[src/rtl/inst_fetch_queue_if.sv]
// Purpose : handshake and bus bundle for inst_fetch_queue. It groups the
//           fetch control, instruction-memory, decode-side and occupancy
//           signals into one interface.
// Modports: slave  - the fetch queue itself
//           master - the environment (execute stage, imem and decode)
// Signals : fetch_en, redirect, redirect_pc, imem_addr, imem_rdata,
//           out_valid, out_inst, out_pc, out_ready, count
interface inst_fetch_queue_if #(
  parameter int XLEN  = 32,
  parameter int DEPTH = 4
);
  localparam int CW = $clog2(DEPTH) + 1;

  logic            fetch_en;
  logic            redirect;
  logic [XLEN-1:0] redirect_pc;
  logic [XLEN-1:0] imem_addr;
  logic [XLEN-1:0] imem_rdata;
  logic            out_valid;
  logic [XLEN-1:0] out_inst;
  logic [XLEN-1:0] out_pc;
  logic            out_ready;
  logic [CW-1:0]   count;

  modport slave (
    input  fetch_en, redirect, redirect_pc, imem_rdata, out_ready,
    output imem_addr, out_valid, out_inst, out_pc, count
  );

  modport master (
    output fetch_en, redirect, redirect_pc, imem_rdata, out_ready,
    input  imem_addr, out_valid, out_inst, out_pc, count
  );
endinterface

[src/rtl/inst_fetch_queue.sv]
// Purpose : instruction fetch queue. It generates the fetch PC and buffers
//           {instruction, pc} pairs in a circular FIFO. Decode drains the
//           FIFO through a valid/ready handshake. A redirect from EX flushes
//           every buffered entry and restarts fetch at the target address.
// Ports   : clk - rising-edge clock
//           rst - asynchronous reset, active low
//           bus - inst_fetch_queue_if.slave (fetch control, imem,
//                 decode handshake, occupancy count)
// Options : FQ_BYPASS_EN - when defined, an empty queue forwards
//           imem_rdata and fetch_pc straight to out_* (zero-cycle latency).
//           When undefined, out_* come from storage only.
module inst_fetch_queue #(
  parameter int              XLEN     = 32,
  parameter int              DEPTH    = 4,
  parameter logic [XLEN-1:0] RESET_PC = '0
) (
  input logic                clk,
  input logic                rst,
  inst_fetch_queue_if.slave  bus
);
  localparam int            AW       = $clog2(DEPTH);
  localparam int            CW       = AW + 1;
  localparam logic [CW-1:0] FULL_CNT = CW'(DEPTH);

  logic [XLEN-1:0] fetch_pc;
  logic [XLEN-1:0] inst_mem [DEPTH];
  logic [XLEN-1:0] pc_mem   [DEPTH];
  logic [AW-1:0]   rd_ptr;
  logic [AW-1:0]   wr_ptr;
  logic [CW-1:0]   cnt;

  logic empty;
  logic full;
  logic bypass;
  logic deq;
  logic fetch;
  logic push;
  logic pop;

  always_comb begin
    empty = (cnt == '0);
    full  = (cnt == FULL_CNT);
`ifdef FQ_BYPASS_EN
    bypass = empty & bus.fetch_en & ~bus.redirect;
`else
    bypass = 1'b0;
`endif
    deq   = (~empty | bypass) & bus.out_ready;
    // A full queue may still fetch when its head leaves in the same cycle.
    fetch = bus.fetch_en & ~bus.redirect & (~full | deq);
    // When a bypassed instruction is consumed directly, it never touches
    // storage, and no stored entry is popped.
    push  = fetch & ~(bypass & bus.out_ready);
    pop   = deq & ~bypass;
  end

  assign bus.imem_addr = fetch_pc;
  assign bus.count     = cnt;

`ifdef FQ_BYPASS_EN
  assign bus.out_valid = ~empty | bypass;
  assign bus.out_inst  = bypass ? bus.imem_rdata : inst_mem[rd_ptr];
  assign bus.out_pc    = bypass ? fetch_pc       : pc_mem[rd_ptr];
`else
  assign bus.out_valid = ~empty;
  assign bus.out_inst  = inst_mem[rd_ptr];
  assign bus.out_pc    = pc_mem[rd_ptr];
`endif

  always_ff @(posedge clk or negedge rst) begin
    if (!rst) begin
      fetch_pc <= RESET_PC;
      rd_ptr   <= '0;
      wr_ptr   <= '0;
      cnt      <= '0;
      // Cleared so an empty queue never presents X on out_inst/out_pc.
      for (int i = 0; i < DEPTH; i++) begin
        inst_mem[i] <= '0;
        pc_mem[i]   <= '0;
      end
    end else if (bus.redirect) begin
      // Flush takes priority. A same-cycle dequeue is dropped because the
      // consumer flushes on its own.
      fetch_pc <= {bus.redirect_pc[XLEN-1:2], 2'b00};
      rd_ptr   <= '0;
      wr_ptr   <= '0;
      cnt      <= '0;
    end else begin
      if (fetch) begin
        fetch_pc <= fetch_pc + XLEN'(4);
      end
      if (push) begin
        inst_mem[wr_ptr] <= bus.imem_rdata;
        pc_mem[wr_ptr]   <= fetch_pc;
        wr_ptr           <= wr_ptr + AW'(1);
      end
      if (pop) begin
        rd_ptr <= rd_ptr + AW'(1);
      end
      if (push && !pop) begin
        cnt <= cnt + CW'(1);
      end else if (pop && !push) begin
        cnt <= cnt - CW'(1);
      end
    end
  end
endmodule

[src/flat_wrapper.sv]
// flat-port wrapper written by rule: the top's interface ports become plain ports
module inst_fetch_queue_flat 
#(
  parameter int              XLEN     = 32,
  parameter int              DEPTH    = 4,
  parameter logic [XLEN-1:0] RESET_PC = '0
)
  (clk, rst, bus_fetch_en, bus_redirect, bus_redirect_pc, bus_imem_rdata, bus_out_ready, bus_imem_addr, bus_out_valid, bus_out_inst, bus_out_pc, bus_count);
  inst_fetch_queue_if #(.XLEN(XLEN), .DEPTH(DEPTH)) bus_i ();
  input logic clk;
  input logic rst;
  input wire logic [$bits(bus_i.fetch_en)-1:0] bus_fetch_en;
  input wire logic [$bits(bus_i.redirect)-1:0] bus_redirect;
  input wire logic [$bits(bus_i.redirect_pc)-1:0] bus_redirect_pc;
  input wire logic [$bits(bus_i.imem_rdata)-1:0] bus_imem_rdata;
  input wire logic [$bits(bus_i.out_ready)-1:0] bus_out_ready;
  output wire logic [$bits(bus_i.imem_addr)-1:0] bus_imem_addr;
  output wire logic [$bits(bus_i.out_valid)-1:0] bus_out_valid;
  output wire logic [$bits(bus_i.out_inst)-1:0] bus_out_inst;
  output wire logic [$bits(bus_i.out_pc)-1:0] bus_out_pc;
  output wire logic [$bits(bus_i.count)-1:0] bus_count;
  assign bus_i.fetch_en = bus_fetch_en;
  assign bus_i.redirect = bus_redirect;
  assign bus_i.redirect_pc = bus_redirect_pc;
  assign bus_i.imem_rdata = bus_imem_rdata;
  assign bus_i.out_ready = bus_out_ready;
  assign bus_imem_addr = bus_i.imem_addr;
  assign bus_out_valid = bus_i.out_valid;
  assign bus_out_inst = bus_i.out_inst;
  assign bus_out_pc = bus_i.out_pc;
  assign bus_count = bus_i.count;
  inst_fetch_queue #(.XLEN(XLEN), .DEPTH(DEPTH), .RESET_PC(RESET_PC)) u_core (.clk(clk), .rst(rst), .bus(bus_i));
endmodule
[config.mk]
export PLATFORM = sky130hd
export DESIGN_NAME = inst_fetch_queue_flat
export DESIGN_NICKNAME = d
export VERILOG_FILES = /design/src/rtl/inst_fetch_queue_if.sv /design/src/rtl/inst_fetch_queue.sv /design/src/flat_wrapper.sv
export SDC_FILE = /design/constraint.sdc
export NUM_CORES = 1
export LEC_CHECK = 0
export ABC_AREA = 1
export BUFFER_PORTS_ARGS = -buffer_cell sky130_fd_sc_hd__buf_2
export CAP_MARGIN = 20
export CORE_ASPECT_RATIO = 0.5
export CORE_MARGIN = 2
export CORE_UTILIZATION = 43
export DETAILED_ROUTE_END_ITERATION = 7
export GPL_TIMING_DRIVEN = 0
export SLEW_MARGIN = 10
export SYNTH_ARGS = -nofsm -noshare
export SYNTH_HDL_FRONTEND = slang
export SYNTH_SLANG_ARGS = --single-unit
[constraint.sdc]
create_clock -name clk -period 2.28 [get_ports clk]
set_input_delay 0.114 -clock clk [delete_from_list [all_inputs] [get_ports clk]]
set_output_delay 0.114 -clock clk [all_outputs]
set_load 0.05 [all_outputs]
==> run metrics <==
CTS buffer count=27; CTS root buf=clkbuf_16; f_max=0.447 GHz; largest family of logic cells by synthesized area=simple AND/OR/NAND/NOR gates; adder-cell share of the synthesized area=0.00621; Hold Path Class=input pin to register; row count=45; count of final setup violators=0; Net count, final=1968; Buffers on Ports=162; Wirelength per Cell=18.4 um; # IOs=169; top_reg_cell synth=dfrtp_1; multiplexer area fraction after synthesis=0; Die Area=32400 sq um; Overflow after GRT=0; compound-gate portion of the synthesized area=0.187; htree depth=1; XOR/XNOR Fraction of Synth Area=0.00527; clk_skew=16.8 ps; GP Congestion=0.876; CP required=2170 ps; ANT cells=0; Worst-Skew Late Latency=560 ps; clock sinks=285; # Post-CTS Setup Buffers=0; share of cells above drive strength 1=0.163; crit path launch type=register; Power Density=1340 nW/um^2; drt initial violations=1088; RSZ-0062 raised after global routing=true; number of synthesized flops with an enable pin=0; final hold slack=42.8 ps; Die Y-Extent=128 um; vias per inst=5.27; Rel. slew slack=0.522; synth warn=0; detailed-route DRC error count=0; final worst path period need=2240 ps; outcome=finished, final reports clean; Unique masters post-synth=26; Post-DP Area=14700 sq um; die width=253 um; Post-DP HPWL=28600 um; synthesized-area fraction occupied by and/or/nand/nor cells=0.189; effective utilization at floorplan=0.438; Initial DRT Pass Iterations=5; mean post-synth cell area=8.16 sq um; initial antenna violation count=0; Post-Synthesis Cell Area=13300 sq um; largest net degree at the start of global routing=98; setup slack after layout=42.8 ps; global-route wire length before repair=67100 um; period utilization=0.981; ys async rst share=1.00; sequential share of the synthesized area=0.536; Finished Layout Cells=2308; Setup CP Type=register to output port; Synth Instances=1630; Antenna Nets Post-Route=0; Synth area leaders=dfrtp_1 (54%), nand2_1 (12%), o21ai_1 (9.1%); Tot Pwr=22.1 mW; fill count=2967; Final Util=0.546; via count=12200; Placed Instances=2197; max-cap violations=0; Synth-to-Final Area Change=24.6%; Peak VDD IR=0.728 mV; CTS tree=done; setup_tns=0 ps; Synth area leader=dfrtp_1; Yosys reg bits=285; crit path capture type=output port; drt total wl=42500 um; CP Max Fanout=10; fin area=16600 sq um; top cell type's share of synthesized area=0.536; vias in the first global route=11900; Leak=8.12 nW; Arrival @ worst endpoint=2120 ps; Core ar.=30300 sq um; Final Max Tran Viols=0; clk buf depth=3; Worst-path clk slew=60 ps; Worst-Margin Slew=717 ps; DP Worst Slack=53.6 ps; Hold Vio Cnt, Final=0; total global routing track utilization=0.266
## final timing paths
kind | end | slack (ps) | from | depth (start not counted)
max in group asynchronous | u_core.inst_mem[6] | 1260 | rst | 4
hold reg to reg | u_core.inst_mem[43] | 480 | u_core.inst_mem[43] | 2
setup / recovery | bus_out_pc[31] | 40 | u_core.rd_ptr[0] | 6
min in group asynchronous | u_core.bus.imem_addr[5] | 70 | rst | 3
hold / removal | u_core.bus.imem_addr[8] | 40 | bus_fetch_en | 5
setup reg to reg | u_core.bus.count[2] | 280 | u_core.bus.count[1] | 11
## flip-flops by register name (all words and copies together), names as in the netlist
signal / cells
u_core.inst_mem: 128
u_core.pc_mem: 120
u_core.bus.imem_addr: 30
u_core.bus.count: 3
u_core.rd_ptr: 2
u_core.wr_ptr: 2
## power breakdown
group          total, mW  leakage [nW]  internal, mW  switching, mW
clock network       4.42         0.408          2.43           1.99
registers           8.24          3.63          7.10           1.14
logic               9.49          4.08          3.00           6.50
total               22.1          8.12          12.5           9.62
## kinds of logic after synthesis
group                      count (synthesis)
AOI/OAI and AO/OA                        476
xor gates and xnor gates                   8
other                                      1
DFF                                      285
and+or+nand+nor                          645
adders and majority gates                  6
buffers and inverters                    209
## layout by cell type (no fill, tap or decap), drive strengths merged
| cell type | Yosys | final |
|---|---|---|
| fa | 1 | 1 |
| nand4 | 2 | 2 |
| inv | 102 | 104 |
| conb | 1 | 4 |
| clkbuf | 55 | 109 |
| nor2 | 175 | 175 |
| and2 | 1 | 1 |
| dfrtp | 285 | 285 |
| buf | 50 | 205 |
| nand3 | 33 | 33 |
| a21oi | 5 | 5 |
| dlygate4sd3 | 0 | 65 |
| o22ai | 63 | 63 |
| o211ai | 8 | 8 |
| nand2 | 434 | 434 |
| xor2 | 7 | 7 |
| o21ai | 400 | 400 |
| xnor2 | 1 | 1 |
| ha | 5 | 5 |
| clkinv | 2 | 2 |
## final cells by class
type                            instances  area (sq um)  share of cell area
Buffer                                105           737              0.0445
Multi-Input combinational cell       1139          5250               0.317
Sequential cell                       285          7130               0.431
Clock inverter                          2          13.8            0.000831
Clock buffer                           43           816              0.0492
Inverter                              104           403              0.0243
Tap cell                              399           499              0.0301
Timing Repair Buffer                  231          1720               0.104
## critical path: stages, from the launching register on
cell      delay [ps]
dfrtp_1          360
buf_4            190
clkinv_4         110
clkbuf_2         280
nor2_1            90
o22ai_1          220
buf_2            300
## timing repair
item,in CTS,in global routing
hold buffers,66,0
endpoints found under the hold margin,273,0
pin swaps,0,2
setup endpoints to repair,62,57
resized for setup,84,67
## cells in the mapped netlist (2+ instances only)
library cell and number:
a21oi_1 5, o21ai_0 158, clkinv_1 2, nand2_1 429
clkbuf_1 55, dfrtp_1 285, o211ai_1 8, nor2_1 172
xor2_1 7, nand2_4 5, nand4_1 2, nor2_2 3
buf_4 16, inv_1 101, buf_6 19, nand3_1 32
ha_1 5, buf_2 15, o22ai_1 63, o21ai_1 242
## layer usage
layer	vias up	part of all wire	GRT usage
met1	5897	0.48	0.390
met2	345	0.45	0.419
met3	49	0.059	0.0453
li1	5862	-	-
met4	0	0.017	0.0578
met5	-	0	0
(Power assumes the default switching activity.)
